### src/rtl/exu_wb_pkg.sv
// exu_wb_pkg -- shared configuration for the execute-stage writeback block.
//
// Holds the wb_sel, ld_size and FSM state encodings as `define constants,
// and the FSM state enum built on those encodings.
//
// The optional load-extension feature is enabled by defining the macro
// EXU_WB_LOAD_EXT_EN.

`ifndef EXU_WB_PKG_DEFS
`define EXU_WB_PKG_DEFS

// Writeback result source (wb_sel)
`define EXU_WB_SEL_NONE    2'd0
`define EXU_WB_SEL_ALU     2'd1
`define EXU_WB_SEL_MEM     2'd2
`define EXU_WB_SEL_PC4     2'd3

// Load size (ld_size)
`define EXU_WB_LD_BYTE     2'd0
`define EXU_WB_LD_HALF     2'd1
`define EXU_WB_LD_WORD     2'd2

// FSM state encodings
`define EXU_WB_ST_IDLE     2'd0
`define EXU_WB_ST_WAIT_MEM 2'd1
`define EXU_WB_ST_WRITE    2'd2

`endif

package exu_wb_pkg;

   typedef enum logic [1:0] {
      ST_IDLE     = `EXU_WB_ST_IDLE,
      ST_WAIT_MEM = `EXU_WB_ST_WAIT_MEM,
      ST_WRITE    = `EXU_WB_ST_WRITE
   } exu_wb_state_e;

endpackage

### src/rtl/exu_wb_ldext.sv
// exu_wb_ldext -- combinational load lane extraction and extension.
//
// Selects the byte or halfword lane addressed by ld_off from the load
// data word and sign- or zero-extends it to XLEN. Word loads (and the
// unused ld_size encoding) pass mem_r through unmodified.
// Only instantiated when EXU_WB_LOAD_EXT_EN is defined.
//
// Ports:
//   mem_r       in   XLEN  raw load data word
//   ld_size     in   2     0 byte, 1 half, 2 word
//   ld_unsigned in   1     zero-extend when 1, sign-extend when 0
//   ld_off      in   2     byte offset of the load within the word
//   ld_data     out  XLEN  extracted and extended load result

module exu_wb_ldext
   import exu_wb_pkg::*;
#(
   parameter int unsigned XLEN = 32
) (
   input  logic [XLEN-1:0] mem_r,
   input  logic [1:0]      ld_size,
   input  logic            ld_unsigned,
   input  logic [1:0]      ld_off,
   output logic [XLEN-1:0] ld_data
);

   logic [7:0]  byte_lane;
   logic [15:0] half_lane;

   always_comb begin
      byte_lane = mem_r[{ld_off, 3'b000} +: 8];
      // A misaligned halfword (odd offset) drops bit 0 of the offset.
      half_lane = mem_r[{ld_off[1], 4'b0000} +: 16];
      ld_data   = mem_r;
      case (ld_size)
         `EXU_WB_LD_BYTE:
            ld_data = ld_unsigned ? {{(XLEN-8){1'b0}}, byte_lane}
                                  : {{(XLEN-8){byte_lane[7]}}, byte_lane};
         `EXU_WB_LD_HALF:
            ld_data = ld_unsigned ? {{(XLEN-16){1'b0}}, half_lane}
                                  : {{(XLEN-16){half_lane[15]}}, half_lane};
         default:
            ld_data = mem_r;
      endcase
   end

endmodule

### src/rtl/exu_wb.sv
// exu_wb -- execute-stage writeback unit.
//
// Accepts one writeback request at a time from execute, selects the result
// source (ALU, PC+4 or a load returning from memory) and issues a single
// GPR write strobe. Loads wait for mem_r_valid with a timeout that raises
// a one-cycle mem_err and drops the write.
//
// Optional feature: define EXU_WB_LOAD_EXT_EN to extract byte/half lanes
// and sign/zero-extend load data; otherwise load data is written as is.
//
// Ports:
//   clk          in   1       clock, rising edge
//   rst          in   1       asynchronous reset, active low
//   in_valid     in   1       writeback request
//   in_ready     out  1       high only in IDLE
//   wb_sel       in   2       0 NONE, 1 ALU, 2 MEM, 3 PC4
//   rd           in   REG_AW  destination register
//   alu_result   in   XLEN    ALU result
//   pc           in   XLEN    instruction PC
//   ld_size      in   2       load size
//   ld_unsigned  in   1       zero-extend load
//   ld_off       in   2       load byte offset
//   mem_r_valid  in   1       load data valid pulse
//   mem_r        in   XLEN    load data word
//   gpr_w_en     out  1       GPR write strobe (suppressed for rd 0)
//   gpr_w_addr   out  REG_AW  GPR write address (holds last latched)
//   gpr_w_data   out  XLEN    GPR write data (holds last latched)
//   busy         out  1       state is not IDLE
//   mem_err      out  1       one-cycle pulse on load timeout

module exu_wb
   import exu_wb_pkg::*;
#(
   parameter int unsigned XLEN        = 32,
   parameter int unsigned REG_AW      = 5,
   parameter int unsigned MEM_TIMEOUT = 255
) (
   input  logic              clk,
   input  logic              rst,
   input  logic              in_valid,
   output logic              in_ready,
   input  logic [1:0]        wb_sel,
   input  logic [REG_AW-1:0] rd,
   input  logic [XLEN-1:0]   alu_result,
   input  logic [XLEN-1:0]   pc,
   input  logic [1:0]        ld_size,
   input  logic              ld_unsigned,
   input  logic [1:0]        ld_off,
   input  logic              mem_r_valid,
   input  logic [XLEN-1:0]   mem_r,
   output logic              gpr_w_en,
   output logic [REG_AW-1:0] gpr_w_addr,
   output logic [XLEN-1:0]   gpr_w_data,
   output logic              busy,
   output logic              mem_err
);

   localparam int unsigned CNT_W = (MEM_TIMEOUT < 2) ? 1 : $clog2(MEM_TIMEOUT + 1);

   exu_wb_state_e    state;
   exu_wb_state_e    state_nxt;
   logic [CNT_W-1:0] cnt;
   logic [XLEN-1:0]  ld_data;
   logic             accept;
   logic             mem_timeout;

   assign accept = in_valid && (state == ST_IDLE);

   // Timeout fires at the end of the MEM_TIMEOUT-th waiting cycle, i.e. the
   // edge where the counter would reach MEM_TIMEOUT; a valid pulse in that
   // same cycle takes priority.
   assign mem_timeout = (state == ST_WAIT_MEM) && !mem_r_valid &&
                        (cnt == CNT_W'(MEM_TIMEOUT - 1));

`ifdef EXU_WB_LOAD_EXT_EN
   logic [1:0] ld_size_q;
   logic       ld_unsigned_q;
   logic [1:0] ld_off_q;

   always_ff @(posedge clk or negedge rst) begin
      if (!rst) begin
         ld_size_q     <= '0;
         ld_unsigned_q <= 1'b0;
         ld_off_q      <= '0;
      end else if (accept && (wb_sel == `EXU_WB_SEL_MEM)) begin
         ld_size_q     <= ld_size;
         ld_unsigned_q <= ld_unsigned;
         ld_off_q      <= ld_off;
      end
   end

   exu_wb_ldext #(
      .XLEN (XLEN)
   ) u_ldext (
      .mem_r       (mem_r),
      .ld_size     (ld_size_q),
      .ld_unsigned (ld_unsigned_q),
      .ld_off      (ld_off_q),
      .ld_data     (ld_data)
   );
`else
   logic unused_ld;

   assign unused_ld = ^{ld_size, ld_unsigned, ld_off};
   assign ld_data   = mem_r;
`endif

   // State register
   always_ff @(posedge clk or negedge rst) begin
      if (!rst) state <= ST_IDLE;
      else      state <= state_nxt;
   end

   // Next-state logic
   always_comb begin
      state_nxt = state;
      case (state)
         ST_IDLE: begin
            if (accept) begin
               case (wb_sel)
                  `EXU_WB_SEL_ALU,
                  `EXU_WB_SEL_PC4: state_nxt = ST_WRITE;
                  `EXU_WB_SEL_MEM: state_nxt = ST_WAIT_MEM;
                  default:         state_nxt = ST_IDLE;
               endcase
            end
         end
         ST_WAIT_MEM: begin
            if (mem_r_valid)      state_nxt = ST_WRITE;
            else if (mem_timeout) state_nxt = ST_IDLE;
         end
         ST_WRITE: state_nxt = ST_IDLE;
         default:  state_nxt = ST_IDLE;
      endcase
   end

   // Output logic
   always_comb begin
      in_ready = (state == ST_IDLE);
      busy     = (state != ST_IDLE);
      gpr_w_en = (state == ST_WRITE) && (gpr_w_addr != '0);
   end

   // Datapath: latched address/data, timeout counter, error pulse
   always_ff @(posedge clk or negedge rst) begin
      if (!rst) begin
         gpr_w_addr <= '0;
         gpr_w_data <= '0;
         cnt        <= '0;
         mem_err    <= 1'b0;
      end else begin
         mem_err <= mem_timeout;
         case (state)
            ST_IDLE: begin
               if (accept) begin
                  case (wb_sel)
                     `EXU_WB_SEL_ALU: begin
                        gpr_w_addr <= rd;
                        gpr_w_data <= alu_result;
                     end
                     `EXU_WB_SEL_PC4: begin
                        gpr_w_addr <= rd;
                        gpr_w_data <= pc + XLEN'(4);
                     end
                     `EXU_WB_SEL_MEM: begin
                        gpr_w_addr <= rd;
                        cnt        <= '0;
                     end
                     default: ;
                  endcase
               end
            end
            ST_WAIT_MEM: begin
               if (mem_r_valid) gpr_w_data <= ld_data;
               else             cnt        <= cnt + CNT_W'(1);
            end
            default: ;
         endcase
      end
   end

endmodule
### config.mk
export PLATFORM = sky130hd
export DESIGN_NAME = exu_wb
export DESIGN_NICKNAME = d
export VERILOG_FILES = /design/src/rtl/exu_wb_pkg.sv /design/src/rtl/exu_wb_ldext.sv /design/src/rtl/exu_wb.sv
export SDC_FILE = /design/constraint.sdc
export NUM_CORES = 1
export LEC_CHECK = 0
export CORE_MARGIN = 3
export CORE_UTILIZATION = 44
export DETAILED_ROUTE_END_ITERATION = 10
export GPL_TIMING_DRIVEN = 0
export PLACE_DENSITY = 0.82
export REMOVE_ABC_BUFFERS = 1
export SLEW_MARGIN = 20
export SYNTH_ARGS = -nofsm -noshare
export SYNTH_HDL_FRONTEND = slang
export SYNTH_SLANG_ARGS = --single-unit
### constraint.sdc
create_clock -name clk -period 3.4 [get_ports clk]
set_input_delay 0.34 -clock clk [delete_from_list [all_inputs] [get_ports clk]]
set_output_delay 0.34 -clock clk [all_outputs]
set_load 0.05 [all_outputs]
==> out/summary.txt, run 1 <==
RUN STATUS
---------------------------------------------------------------------------------
Outcome                                                              finished, final reports clean

GLOBAL ROUTING
---------------------------------------------------------------------------------
Global-route usage over all layers                                         25.48%
Wire length of the first global-routing pass                             16.96 mm
Remaining Overflow, GRT                                                         0
Number of global-route vias before repair                                    3295
Maximum number of pins on one net before global-route repair                   49
Antenna violations before repair                                                0

PWR
---------------------------------------------------------------------------------
Leak Pwr                                                                 1.871 nW
Worst IR drop on VDD                                                     249.8 uV
Power after layout                                                     0.002542 W
PD cells                                                             532.2 mW/mm^2

SYNTH
---------------------------------------------------------------------------------
Portion of synthesized cell area occupied by the leading cell type         38.63%
Number of synthesized flops with an enable pin                                  0
Mean cell area of the mapped netlist                                   8.858 um^2
Area contributors post-synth                                         sky130_fd_sc_hd__dfrtp_1, sky130_fd_sc_hd__xor2_1, sky130_fd_sc_hd__nor2_1, sky130_fd_sc_hd__a21oi_1, sky130_fd_sc_hd__nand2_1
Cell taking the most area after synthesis                            sky130_fd_sc_hd__dfrtp_1
YS warnings                                                                     0
Yosys reg bits                                                                 48
Most frequent cells after synthesis                                  sky130_fd_sc_hd__dfrtp_1, sky130_fd_sc_hd__nor2_1, sky130_fd_sc_hd__nand2_1, sky130_fd_sc_hd__a21oi_1, sky130_fd_sc_hd__xor2_1
Synthesized area                                                     0.003109 mm^2
Async S/R FF share, synth                                                  100.0%
Count of cell types in the netlist                                             48
Sequential area share after synthesis                                      38.63%
Main flop type after synthesis                                       sky130_fd_sc_hd__dfrtp_1
Count leader, synth                                                  sky130_fd_sc_hd__dfrtp_1
Instance count of the mapped netlist                                          351

FLOORPLAN
---------------------------------------------------------------------------------
Initial core utilization                                                   45.51%
Die height                                                               90.06 um
Number of primary I/O pins                                                    153
Die area                                                             0.008111 mm^2
Width of the die                                                         90.06 um
Number of core rows                                                            30
Core area                                                            0.006832 mm^2

TIMING
---------------------------------------------------------------------------------
Final worst clock skew                                                0.009225 ns
Max Clock Freq                                                          353.3 MHz
Crit share post-route                                                      83.24%
Setup TNS                                                                    0 ns
Final critical path time including I/O delays and setup                  2.830 ns
Relative slew margins                                                      38.25%
Endpoints failing setup                                                         0
Unrepaired setup endpoints after global routing                                no
Final hold vios                                                                 0
Pins Over Slew Limit                                                            0
Pin slew with the least headroom to its limit                           0.9132 ns

DRT
---------------------------------------------------------------------------------
Drt total wl                                                             10.35 mm
DRC violation total after the first TritonRoute iteration                     219
Vias                                                                         3291
Number of nets with antenna violations after routing                            0
Routed vias/inst                                                            5.626
Wire length per cell                                                     17.68 um
Drt pass-1 iters                                                                4
Total DRC errors in the routed layout                                           0

CRITICAL PATH
---------------------------------------------------------------------------------
Data required time at the worst endpoint                                  3.64 ns
Highest fanout seen on the critical path                                       24
Critical-path top delay cell                                         sky130_fd_sc_hd__nor4bb_2
Worst Path Arrival                                                        3.07 ns
WS Path Type                                                            in -> reg
CP Capture Type                                                              flop
Cell chain of the critical path                                      clkdlybuf4s50_1, nor4bb_2, a21oi_4, inv_2, nor2_1, or3_1, a21oi_1
Critical Path Start Type                                             primary input
Slowest Stage Delay on Critical Path                                      0.85 ns

CELLS AND AREA
---------------------------------------------------------------------------------
Number of fill cells                                                          530
Area delta synth->final                                                    53.60%
Final Util                                                                 69.91%
Number of nets in the layout                                                  604
Register area                                                        0.001201 mm^2
Final cell count without fillers                                              585
Share of layout cells above drive strength 1                               5.726%
Multi-input gate area                                                0.001775 mm^2
Diodes inserted                                                                 0
Fin area                                                             0.004776 mm^2

PLACE
---------------------------------------------------------------------------------
Area after DPL                                                       0.004619 mm^2
Instance count after placement with tap cells included                        577
Half-perimeter wire length after detailed placement                      7.606 mm
I/O Buffers                                                                   147
GPL Wtd Cong                                                               0.8782

CLOCK TREE
---------------------------------------------------------------------------------
Num CTS Buffers                                                                 5
Clock slew at reported path FFs                                           0.10 ns
Clk Tree Root Cell                                                   sky130_fd_sc_hd__clkbuf_8
Largest buffer count on any clock path                                          2
Clock tree from TritonCTS                                                   built
Worst skew pair latency                                                   0.30 ns
Post-cts sizing count                                                           0
Hold buffer count at CTS                                                        0
H-tree lvl count                                                                2
Number of sinks handled by clock tree synthesis                                48
Buffers inserted by post-CTS timing repair                                      0

FLOW RUN
---------------------------------------------------------------------------------
Max-cap violation count                                                         0

HOLD PATH
---------------------------------------------------------------------------------
Worst min-delay path category                                         in -> async

[power breakdown]
group	total, W	switching [W]	internal [W]
clock	0.000494	0.000204	0.000290
combinational	0.00125	0.000773	0.000474
sequential	0.000800	0.0000901	0.000710
total	0.00254	0.00107	0.00147
[area by class of cell]
| cell class | count | share of cell area [%] |
|---|---|---|
| clock inverter | 2 | 1.258 |
| inverter | 7 | 0.5502 |
| timing repair buffer | 149 | 31.91 |
| clock buffer | 5 | 1.441 |
| sequential | 48 | 25.15 |
| tap | 96 | 2.515 |
| multi-input combinational | 278 | 37.18 |
[worst max-delay path, delay by kind of cell]
family	cells	cell delay, ns
and+or+nand+nor	3	1.28
buffers and inverters	2	1.02
AOI/OAI and AO/OA	2	0.40
[placed cells by master (no fill, tap or decap), types with 11 or more instances in the layout]
master	n
sky130_fd_sc_hd__and3_1	11
sky130_fd_sc_hd__a21oi_1	29
sky130_fd_sc_hd__xor2_1	25
sky130_fd_sc_hd__o21ai_0	15
sky130_fd_sc_hd__dfrtp_1	48
sky130_fd_sc_hd__clkdlybuf4s50_1	146
sky130_fd_sc_hd__nand3_1	17
sky130_fd_sc_hd__nand2_1	35
sky130_fd_sc_hd__o22ai_1	11
sky130_fd_sc_hd__nand4_1	12
sky130_fd_sc_hd__nor2_1	39
[registers in the layout (all words and copies together) (netlist names)]
name,flops
mem_err,1
state,2
cnt,8
gpr_w_addr,5
gpr_w_data,32
[per-layer routing]
| layer | track usage, % | wire length, um |
|---|---|---|
| met1 | 32.11 | 4340 |
| met2 | 44.49 | 5155 |
| met3 | 6.276 | 735 |
| met4 | 4.974 | 114 |
| met5 | 0 | 0 |
[worst paths after layout]
| check | startpoint | end | slack [ns] | cells past startpoint |
|---|---|---|---|---|
| worst min register to register | gpr_w_data[1]$_DFFE_PN0P_ | gpr_w_data[1]$_DFFE_PN0P_ | 0.50 | 2 |
| worst min-delay path | rst | cnt[7]$_DFFE_PN0P_ | 0.05 | 1 |
| min in group clk | gpr_w_data[1]$_DFFE_PN0P_ | gpr_w_data[1]$_DFFE_PN0P_ | 0.50 | 2 |
| worst max-delay path | wb_sel[0] | gpr_w_data[20]$_DFFE_PN0P_ | 0.57 | 7 |
| worst max register to register | state[1]$_DFFE_PN0P_ | gpr_w_data[20]$_DFFE_PN0P_ | 0.72 | 6 |
| max in group asynchronous | rst | gpr_w_data[21]$_DFFE_PN0P_ | 2.91 | 1 |
[through the flow]
step	hold slack, ns	setup WS (ns)
2_1_floorplan	0.04441	-0.04984
6_report	0.04632	0.5699
4_1_cts	0.07384	0.2780
3_5_place_dp	0.4059	0.07773
5_1_grt	0.1045	0.4253
3_3_place_gp	0.4648	-1.587
[logic make-up (layout without fill, tap and decap cells)]
| family | after synthesis | count (layout) | share of synthesized area [%] |
|---|---|---|---|
| DFF | 48 | 48 | 38.63 |
| and+or+nand+nor | 147 | 147 | 24.67 |
| adders and majority gates | 3 | 3 | 1.207 |
| AOI/OAI and AO/OA | 85 | 85 | 18.11 |
| buffers and inverters | 25 | 163 | 4.708 |
| xor gates and xnor gates | 34 | 34 | 9.578 |
| muxes | 9 | 9 | 3.099 |
Note: power is estimated with default switching activity, not from simulation.
==> inputs of run 2 (changes only) <==
--- a/config.mk
+++ b/config.mk
@@ -6,10 +6,10 @@
 export NUM_CORES = 1
 export LEC_CHECK = 0
 export CORE_MARGIN = 3
-export CORE_UTILIZATION = 44
+export CORE_UTILIZATION = 41
 export DETAILED_ROUTE_END_ITERATION = 10
 export GPL_TIMING_DRIVEN = 0
-export PLACE_DENSITY = 0.82
+export PLACE_DENSITY = 0.77
 export REMOVE_ABC_BUFFERS = 1
 export SLEW_MARGIN = 20
 export SYNTH_ARGS = -nofsm -noshare
==> constraint.sdc (replaced) <==
create_clock -name clk -period 2.75 [get_ports clk]
set_input_delay 0.275 -clock clk [delete_from_list [all_inputs] [get_ports clk]]
set_output_delay 0.275 -clock clk [all_outputs]
set_load 0.05 [all_outputs]
==> run 2 against run 1 <==
  * Routed wire length is 2.7% higher
  * Flip-flop and latch count stayed put
  * Highest routed layer unchanged
  * Via count is 0.46% lower
  * Combinational power is 24% higher
  * Utilization is 4.6 points lower
  * Sequential power is 24% higher
  * Largest cell class unchanged
==> out/summary.txt, run 2 (synthesis gave the netlist of run 1 again) <==
DRT
---------------------------------------------------------------------------
Routed vias/inst                                                      5.543   -1.5%
Total DRC errors in the routed layout                                     0   unchanged
Vias                                                                   3276   -0.46%
Wire length per cell                                               17.98 um   +1.7%
Drt total wl                                                       10.63 mm   +2.7%
Drt pass-1 iters                                                          4   unchanged
DRC violation total after the first TritonRoute iteration               115   -47%
Number of nets with antenna violations after routing                      0   unchanged

GLOBAL ROUTING
---------------------------------------------------------------------------
Maximum number of pins on one net before global-route repair             49   unchanged
Antenna violations before repair                                          0   unchanged
Global-route usage over all layers                                   23.64%   -1.8 points
Wire length of the first global-routing pass                       16.30 mm   -3.9%
Number of global-route vias before repair                              3223   -2.2%
Remaining Overflow, GRT                                                   0   unchanged

TIMING
---------------------------------------------------------------------------
Endpoints failing setup                                                   0   unchanged
Unrepaired setup endpoints after global routing                         yes
Setup WS post-layout                                              0.1559 ns   -0.4141 ns
Relative slew margins                                                45.10%   +6.8 points
Final critical path time including I/O delays and setup            2.594 ns
Pin slew with the least headroom to its limit                     0.8235 ns   -0.08963 ns
Crit share post-route                                                94.33%
Final hold vios                                                           0   unchanged
Pins Over Slew Limit                                                      0   unchanged
Max Clock Freq                                                    385.5 MHz
Final worst clock skew                                           0.01097 ns   +0.001745 ns

CRITICAL PATH
---------------------------------------------------------------------------
Library cell appearing most often on the critical path         sky130_fd_sc_hd__buf_16
Critical Path Start Type                                               flop
Reg-to-Reg End                                                 gpr_w_data[19]$_DFFE_PN0P_
Critical-path top delay cell                                   sky130_fd_sc_hd__dfrtp_1
Cell family contributing the most delay on the critical path   buffers and inverters
WS Path Type                                                     reg -> reg
Combined buffer and inverter count along the critical path                3   +1
Reg-to-reg startpoint                                          state[0]$_DFFE_PN0P_
Worst reg-to-reg path cell count                                          8   +2
Highest fanout seen on the critical path                                 26   +8.3%
Cell chain of the critical path                                nor2b_4, buf_16, a21oi_4, buf_16, inv_2, nand2_1, a21oi_1, a221oi_2
Data required time at the worst endpoint                            2.92 ns   -0.72 ns
R2R Setup Slk                                                       0.16 ns   -0.56 ns
CP Capture Type                                                        flop
Worst Path Arrival                                                  2.76 ns   -0.31 ns
Slowest Stage Delay on Critical Path                                0.55 ns   -0.30 ns

CLOCK TREE
---------------------------------------------------------------------------
Hold buffer count at CTS                                                  0   unchanged
Largest buffer count on any clock path                                    2   unchanged
Number of sinks handled by clock tree synthesis                          48   unchanged
Clk Tree Root Cell                                             sky130_fd_sc_hd__clkbuf_8
Clock tree from TritonCTS                                             built
Worst skew pair latency                                             0.30 ns   about the same
Clock slew at reported path FFs                                     0.10 ns   about the same
H-tree lvl count                                                          2   unchanged
Num CTS Buffers                                                           5   unchanged

PWR
---------------------------------------------------------------------------
Worst IR drop on VDD                                               293.6 uV   +18%
PD cells                                                       620.5 mW/mm^2   +17%
Power after layout                                               0.002955 W   +16%
Leak Pwr                                                           1.862 nW   -0.51%

HOLD PATH
---------------------------------------------------------------------------
Worst min-delay path category                                   in -> async

PLACE
---------------------------------------------------------------------------
I/O Buffers                                                             147   unchanged
GPL Wtd Cong                                                         0.8921   +1.6%
Half-perimeter wire length after detailed placement                7.589 mm   -0.23%
Worst setup slack after placement                                -0.4285 ns   -0.5063 ns
Instance count after placement with tap cells included                  581   +0.69%

FLOORPLAN
---------------------------------------------------------------------------
Initial core utilization                                             42.64%   -2.9 points
Die height                                                         93.09 um   +3.4%
Number of primary I/O pins                                              153   unchanged
Core area                                                      0.007292 mm^2   +6.7%
Number of core rows                                                      31   +3.3%
Die area                                                       0.008665 mm^2   +6.8%
Width of the die                                                   93.09 um   +3.4%

CELLS AND AREA
---------------------------------------------------------------------------
Share of layout cells above drive strength 1                         6.098%   +0.37 points
Final cell count without fillers                                        591   +1.0%
Final Util                                                           65.31%   -4.6 points
Top flop regs                                                  gpr_w_data x32, cnt x8, gpr_w_addr x5
Number of nets in the layout                                            607   +0.50%
Most common cell after layout, fill and taps aside             sky130_fd_sc_hd__clkdlybuf4s50_1
Register with the most flip-flops                                gpr_w_data
Diodes inserted                                                           0   unchanged
Area delta synth->final                                              53.16%
Number of flip-flops in the largest register                             32   unchanged
Number of fill cells                                                    643   +21%
Commonest non-fill, non-tap cells in the layout                sky130_fd_sc_hd__clkdlybuf4s50_1, sky130_fd_sc_hd__dfrtp_1, sky130_fd_sc_hd__nor2_1, sky130_fd_sc_hd__nand2_1, sky130_fd_sc_hd__a21oi_1

RUN STATUS
---------------------------------------------------------------------------
Outcome                                                        finished, final reports clean

FLOW RUN
---------------------------------------------------------------------------
Max-cap violation count                                                   0   unchanged

run 2: cell count changes in the layout (fill, tap and decap cells not counted):
cell,change
sky130_fd_sc_hd__buf_4,+1
sky130_fd_sc_hd__a21oi_2,+1
sky130_fd_sc_hd__nor2b_2,+1
sky130_fd_sc_hd__bufinv_16,-2
sky130_fd_sc_hd__clkinv_2,+1
sky130_fd_sc_hd__clkbuf_1,+1
sky130_fd_sc_hd__nor4bb_4,+1
sky130_fd_sc_hd__nor4bb_2,-1
run 2: worst max-delay path by stage:
| stage | start | end | slack [ns] | depth (start not counted) |
|---|---|---|---|---|
| CTS | state[0]$_DFFE_PN0P_ | gpr_w_data[19]$_DFFE_PN0P_ | 0.02 | 8 |
| finish | state[0]$_DFFE_PN0P_ | gpr_w_data[19]$_DFFE_PN0P_ | 0.16 | 8 |
| detailed placement | wb_sel[0] | gpr_w_data[19]$_DFFE_PN0P_ | -0.43 | 8 |
| floorplan | state[0]$_DFFE_PN0P_ | gpr_w_data[20]$_DFFE_PN0P_ | -0.70 | 6 |
| global placement | state[0]$_DFFE_PN0P_ | gpr_w_data[19]$_DFFE_PN0P_ | -2.30 | 6 |
| global route | state[0]$_DFFE_PN0P_ | gpr_w_data[19]$_DFFE_PN0P_ | -0.02 | 8 |
run 2: cell type report:
class | count | area, um^2 | area share, %
clock inverter | 1 | 5.005 | 0.1051
clock buffer | 6 | 72.57 | 1.524
timing repair buffer | 150 | 1531 | 32.16
inverter | 7 | 26.28 | 0.5518
multi-input combinational | 280 | 1802 | 37.84
sequential | 48 | 1201 | 25.22
tap | 99 | 123.9 | 2.601
run 2: report_power, final:
part / internal [W] / leakage (nW) / switching [W]
Combinational: 0.000590 / 1.23 / 0.000957
Clock: 0.000174 / 0.0410 / 0.000241
Sequential: 0.000878 / 0.592 / 0.000115
run 2: metrics by stage:
stage	hold WS, ns	setup TNS, ns	cell area, um^2
after global placement	0.4620	-70.04	4584
after CTS	0.01806	0	4737
after floorplan	-0.02059	-11.09	2989
after global routing	0.05217	-0.03881	4762
final	0.0001198	0	4762
after detailed placement	0.3463	-3.894	4651
run 2: per-layer routing:
metal  part of all wire, %  up-vias  track usage, %
met3                   6.4       10           4.183
met4                   1.0        0           4.884
met1                    43     1565           31.92
met5                     0        -               0
met2                    50      138           39.83
li1                      -     1563               -
run 2: timing repair:
| action | in CTS | in global routing |
|---|---|---|
| resized for setup | 1 | 0 |
| setup buffers | 0 | 1 |
| endpoints found under the setup margin | 4 | 6 |
| gates cloned | 0 | 2 |
| pin swaps | 0 | 2 |
==> inputs of run 3 (changes only) <==
--- a/config.mk
+++ b/config.mk
@@ -8,7 +8,6 @@
 export CORE_MARGIN = 3
 export CORE_UTILIZATION = 41
 export DETAILED_ROUTE_END_ITERATION = 10
-export GPL_TIMING_DRIVEN = 0
 export PLACE_DENSITY = 0.77
 export REMOVE_ABC_BUFFERS = 1
 export SLEW_MARGIN = 20
==> run 3 against run 2 <==
  * Sequential share of layout area fell by 0.13 points
  * Clock power rose by 8.2%
  * Flip-flop and latch count did not move
  * Worst setup slack improved by 0.21 ns
  * Sequential power barely moved
  * Die area did not move
  * Maximum frequency rose by 8.8%
  * Routed wire length fell by 4.1%
  * Critical path depth fell by 4
  * Global-route usage rose by 0.10 points
  * Total power rose by 0.88%
  * Design area rose by 0.50%
  * Critical endpoint is now gpr_w_en
  * Largest cell class unchanged
  * Largest power group unchanged
==> out/summary.txt, run 3 (synthesis gave the netlist of run 1 again) <==
CELLS AND AREA
---------------------------------------------------------------------------
Top flop regs                                                  gpr_w_data x32, cnt x8, gpr_w_addr x5
Area delta synth->final                                              53.92%
Diodes inserted                                                           0   unchanged
Number of nets in the layout                                            614   +1.2%
Final Util                                                           65.63%   +0.33 points
Number of fill cells                                                    626   -2.6%
Register with the most flip-flops                                gpr_w_data
Number of flip-flops in the largest register                             32   unchanged
Share of layout cells above drive strength 1                         7.200%   +1.1 points
Commonest non-fill, non-tap cells in the layout                sky130_fd_sc_hd__clkdlybuf4s50_1, sky130_fd_sc_hd__dfrtp_1, sky130_fd_sc_hd__nor2_1, sky130_fd_sc_hd__nand2_1, sky130_fd_sc_hd__a21oi_1
Most common cell after layout, fill and taps aside             sky130_fd_sc_hd__clkdlybuf4s50_1

TIMING
---------------------------------------------------------------------------
Final critical path time including I/O delays and setup            2.384 ns   -0.2103 ns
Crit share post-route                                                86.68%   -7.6 points
Pin slew with the least headroom to its limit                     0.7773 ns   -0.04625 ns
Endpoints failing setup                                                   0   unchanged
Relative slew margins                                                48.07%   +3.0 points
Pins Over Slew Limit                                                      0   unchanged
Max Clock Freq                                                    419.5 MHz   +8.8%
Final hold vios                                                           0   unchanged
Final worst clock skew                                          0.005494 ns   -0.005475 ns
Unrepaired setup endpoints after global routing                          no

PWR
---------------------------------------------------------------------------
Proportion of power drawn by flip-flops and latches                   33.2%   -0.4 points
Power after layout                                               0.002981 W   +0.88%
Leak Pwr                                                           1.890 nW   +1.5%
PD cells                                                       622.8 mW/mm^2   +0.38%
Switch share                                                         43.94%   -0.50 points
Worst IR drop on VDD                                               392.3 uV   +34%
Combinational Power Share                                             51.7%   -0.6 points
Relative contribution of the clock network to total power             15.1%   +1.0 points
Internal cell power                                              0.001671 W   +1.8%
Switching pwr                                                    0.001310 W   -0.25%

DRT
---------------------------------------------------------------------------
Vias                                                                   3293   +0.52%
Wire length on met2                                                5.008 mm   -5.0%
Total DRC errors in the routed layout                                     0   unchanged
Number of nets with antenna violations after routing                      0   unchanged
Routed vias/inst                                                      5.497   -0.82%
Drt total wl                                                       10.20 mm   -4.1%
Highest Signal Layer                                                   met4
Drt pass-1 iters                                                          4   unchanged
M1 WL                                                              4.191 mm   -8.2%
Total length of routed met3 wires                                    824 um   +20%
Wire length per cell                                               17.03 um   -5.3%
DRC violation total after the first TritonRoute iteration               129   +12%

CLOCK TREE
---------------------------------------------------------------------------
Post-cts sizing count                                                     0   -1
Worst skew pair latency                                             0.30 ns   about the same
Clock slew at reported path FFs                                     0.09 ns   about the same
Num CTS Buffers                                                           5   unchanged
Number of sinks handled by clock tree synthesis                          48   unchanged
H-tree lvl count                                                          2   unchanged
Clock tree from TritonCTS                                             built
Clk Tree Root Cell                                             sky130_fd_sc_hd__clkbuf_8
Largest buffer count on any clock path                                    2   unchanged

PLACE
---------------------------------------------------------------------------
GPL Wtd Cong                                                         0.8582   -3.8%
I/O Buffers                                                             147   unchanged
Half-perimeter wire length after detailed placement                7.704 mm   +1.5%

GLOBAL ROUTING
---------------------------------------------------------------------------
Wire length of the first global-routing pass                       16.52 mm   +1.4%
Antenna violations before repair                                          0   unchanged
Remaining Overflow, GRT                                                   0   unchanged
Global-route usage over all layers                                   23.74%   +0.10 points
Maximum number of pins on one net before global-route repair             46   -6.1%
Number of global-route vias before repair                              3396   +5.4%

FLOORPLAN
---------------------------------------------------------------------------
Number of core rows                                                      31   unchanged
Die area                                                       0.008665 mm^2   unchanged
Number of primary I/O pins                                              153   unchanged
Initial core utilization                                             42.64%   unchanged
Width of the die                                                   93.09 um   unchanged
Core area                                                      0.007292 mm^2   unchanged
Die height                                                         93.09 um   unchanged

HOLD PATH
---------------------------------------------------------------------------
Worst min-delay path category                                   in -> async

CRITICAL PATH
---------------------------------------------------------------------------
Worst reg-to-reg path cell count                                          4   -4
Highest fanout seen on the critical path                                  3   -88%
Critical Path Start Type                                               flop
Reg-to-Reg End                                                 state[0]$_DFFE_PN0P_
WS Path Type                                                     reg -> out
Reg-to-reg startpoint                                          state[1]$_DFFE_PN0P_
CP Capture Type                                                  output pin
Data required time at the worst endpoint                            2.48 ns   -0.44 ns
R2R Setup Slk                                                       0.86 ns   +0.70 ns
Worst Path Arrival                                                  2.11 ns   -0.65 ns

FLOW RUN
---------------------------------------------------------------------------
Max-cap violation count                                                   0   unchanged

RUN STATUS
---------------------------------------------------------------------------
Outcome                                                        finished, final reports clean

run 3: power groups by stage:
stage | clock (W) | sequential, W | combinational, W
3_3_place_gp | 0 | 0.000997 | 0.00152
6_report | 0.000449 | 0.000990 | 0.00154
2_1_floorplan | 0 | 0.00154 | 0.000345
4_1_cts | 0.000455 | 0.000990 | 0.00155
3_5_place_dp | 0 | 0.00100 | 0.00155
5_1_grt | 0.000481 | 0.00101 | 0.00163
run 3: critical path, cell delays in order, from the launching register on:
cell and delay (ns):
sky130_fd_sc_hd__dfrtp_1 0.40, sky130_fd_sc_hd__or4_1 0.52, sky130_fd_sc_hd__nor2_1 0.12, sky130_fd_sc_hd__nor3b_1 0.06, sky130_fd_sc_hd__clkdlybuf4s50_1 0.71
run 3: per-layer routing:
layer,vias up,GRT usage [%]
met1,1562,29.77
li1,1573,-
met4,0,6.105
met3,15,4.666
met5,-,0
met2,143,41.75
run 3: worst max path at each step:
stage	endpoint	cells past startpoint	from	slack (ns)
global route	gpr_w_en	4	gpr_w_addr[0]$_DFFE_PN0P_	0.28
global placement	gpr_w_data[24]$_DFFE_PN0P_	8	pc[2]	0.45
CTS	gpr_w_en	4	gpr_w_addr[0]$_DFFE_PN0P_	0.34
detailed placement	gpr_w_data[16]$_DFFE_PN0P_	8	pc[2]	0.41
floorplan	gpr_w_data[20]$_DFFE_PN0P_	6	state[0]$_DFFE_PN0P_	-0.70
finish	gpr_w_en	4	gpr_w_addr[0]$_DFFE_PN0P_	0.37
run 3: per-stage QoR:
step                      hold slack, ns  cells  setup slack, ns  instance area [um^2]  TNS, ns
final                             0.4606    599           0.3662                  4786        0
after global routing              0.4877    599           0.2821                  4786        0
after CTS                         0.4884    599           0.3408                  4786        0
after detailed placement          0.2645    590           0.4089                  4682        0
after global placement            0.2564    590           0.4507                  4682        0
after floorplan                 -0.02059    333          -0.6998                  2989   -11.09
run 3: cell type report:
type                       count  area, um^2  area share [%]
tap                           99       123.9           2.588
multi-input combinational    278        1769           36.97
clock buffer                   7       86.33           1.804
clock inverter                 1       7.507          0.1569
timing repair buffer         159        1572           32.84
sequential                    48        1201           25.10
inverter                       7       26.28          0.5490
run 3: timing repair:
item / CTS / global route
hold buffers: 1 / 0
setup buffers: 0 / 0
hold endpoints to repair: 20 / 0
endpoints found under the setup margin: 0 / 0
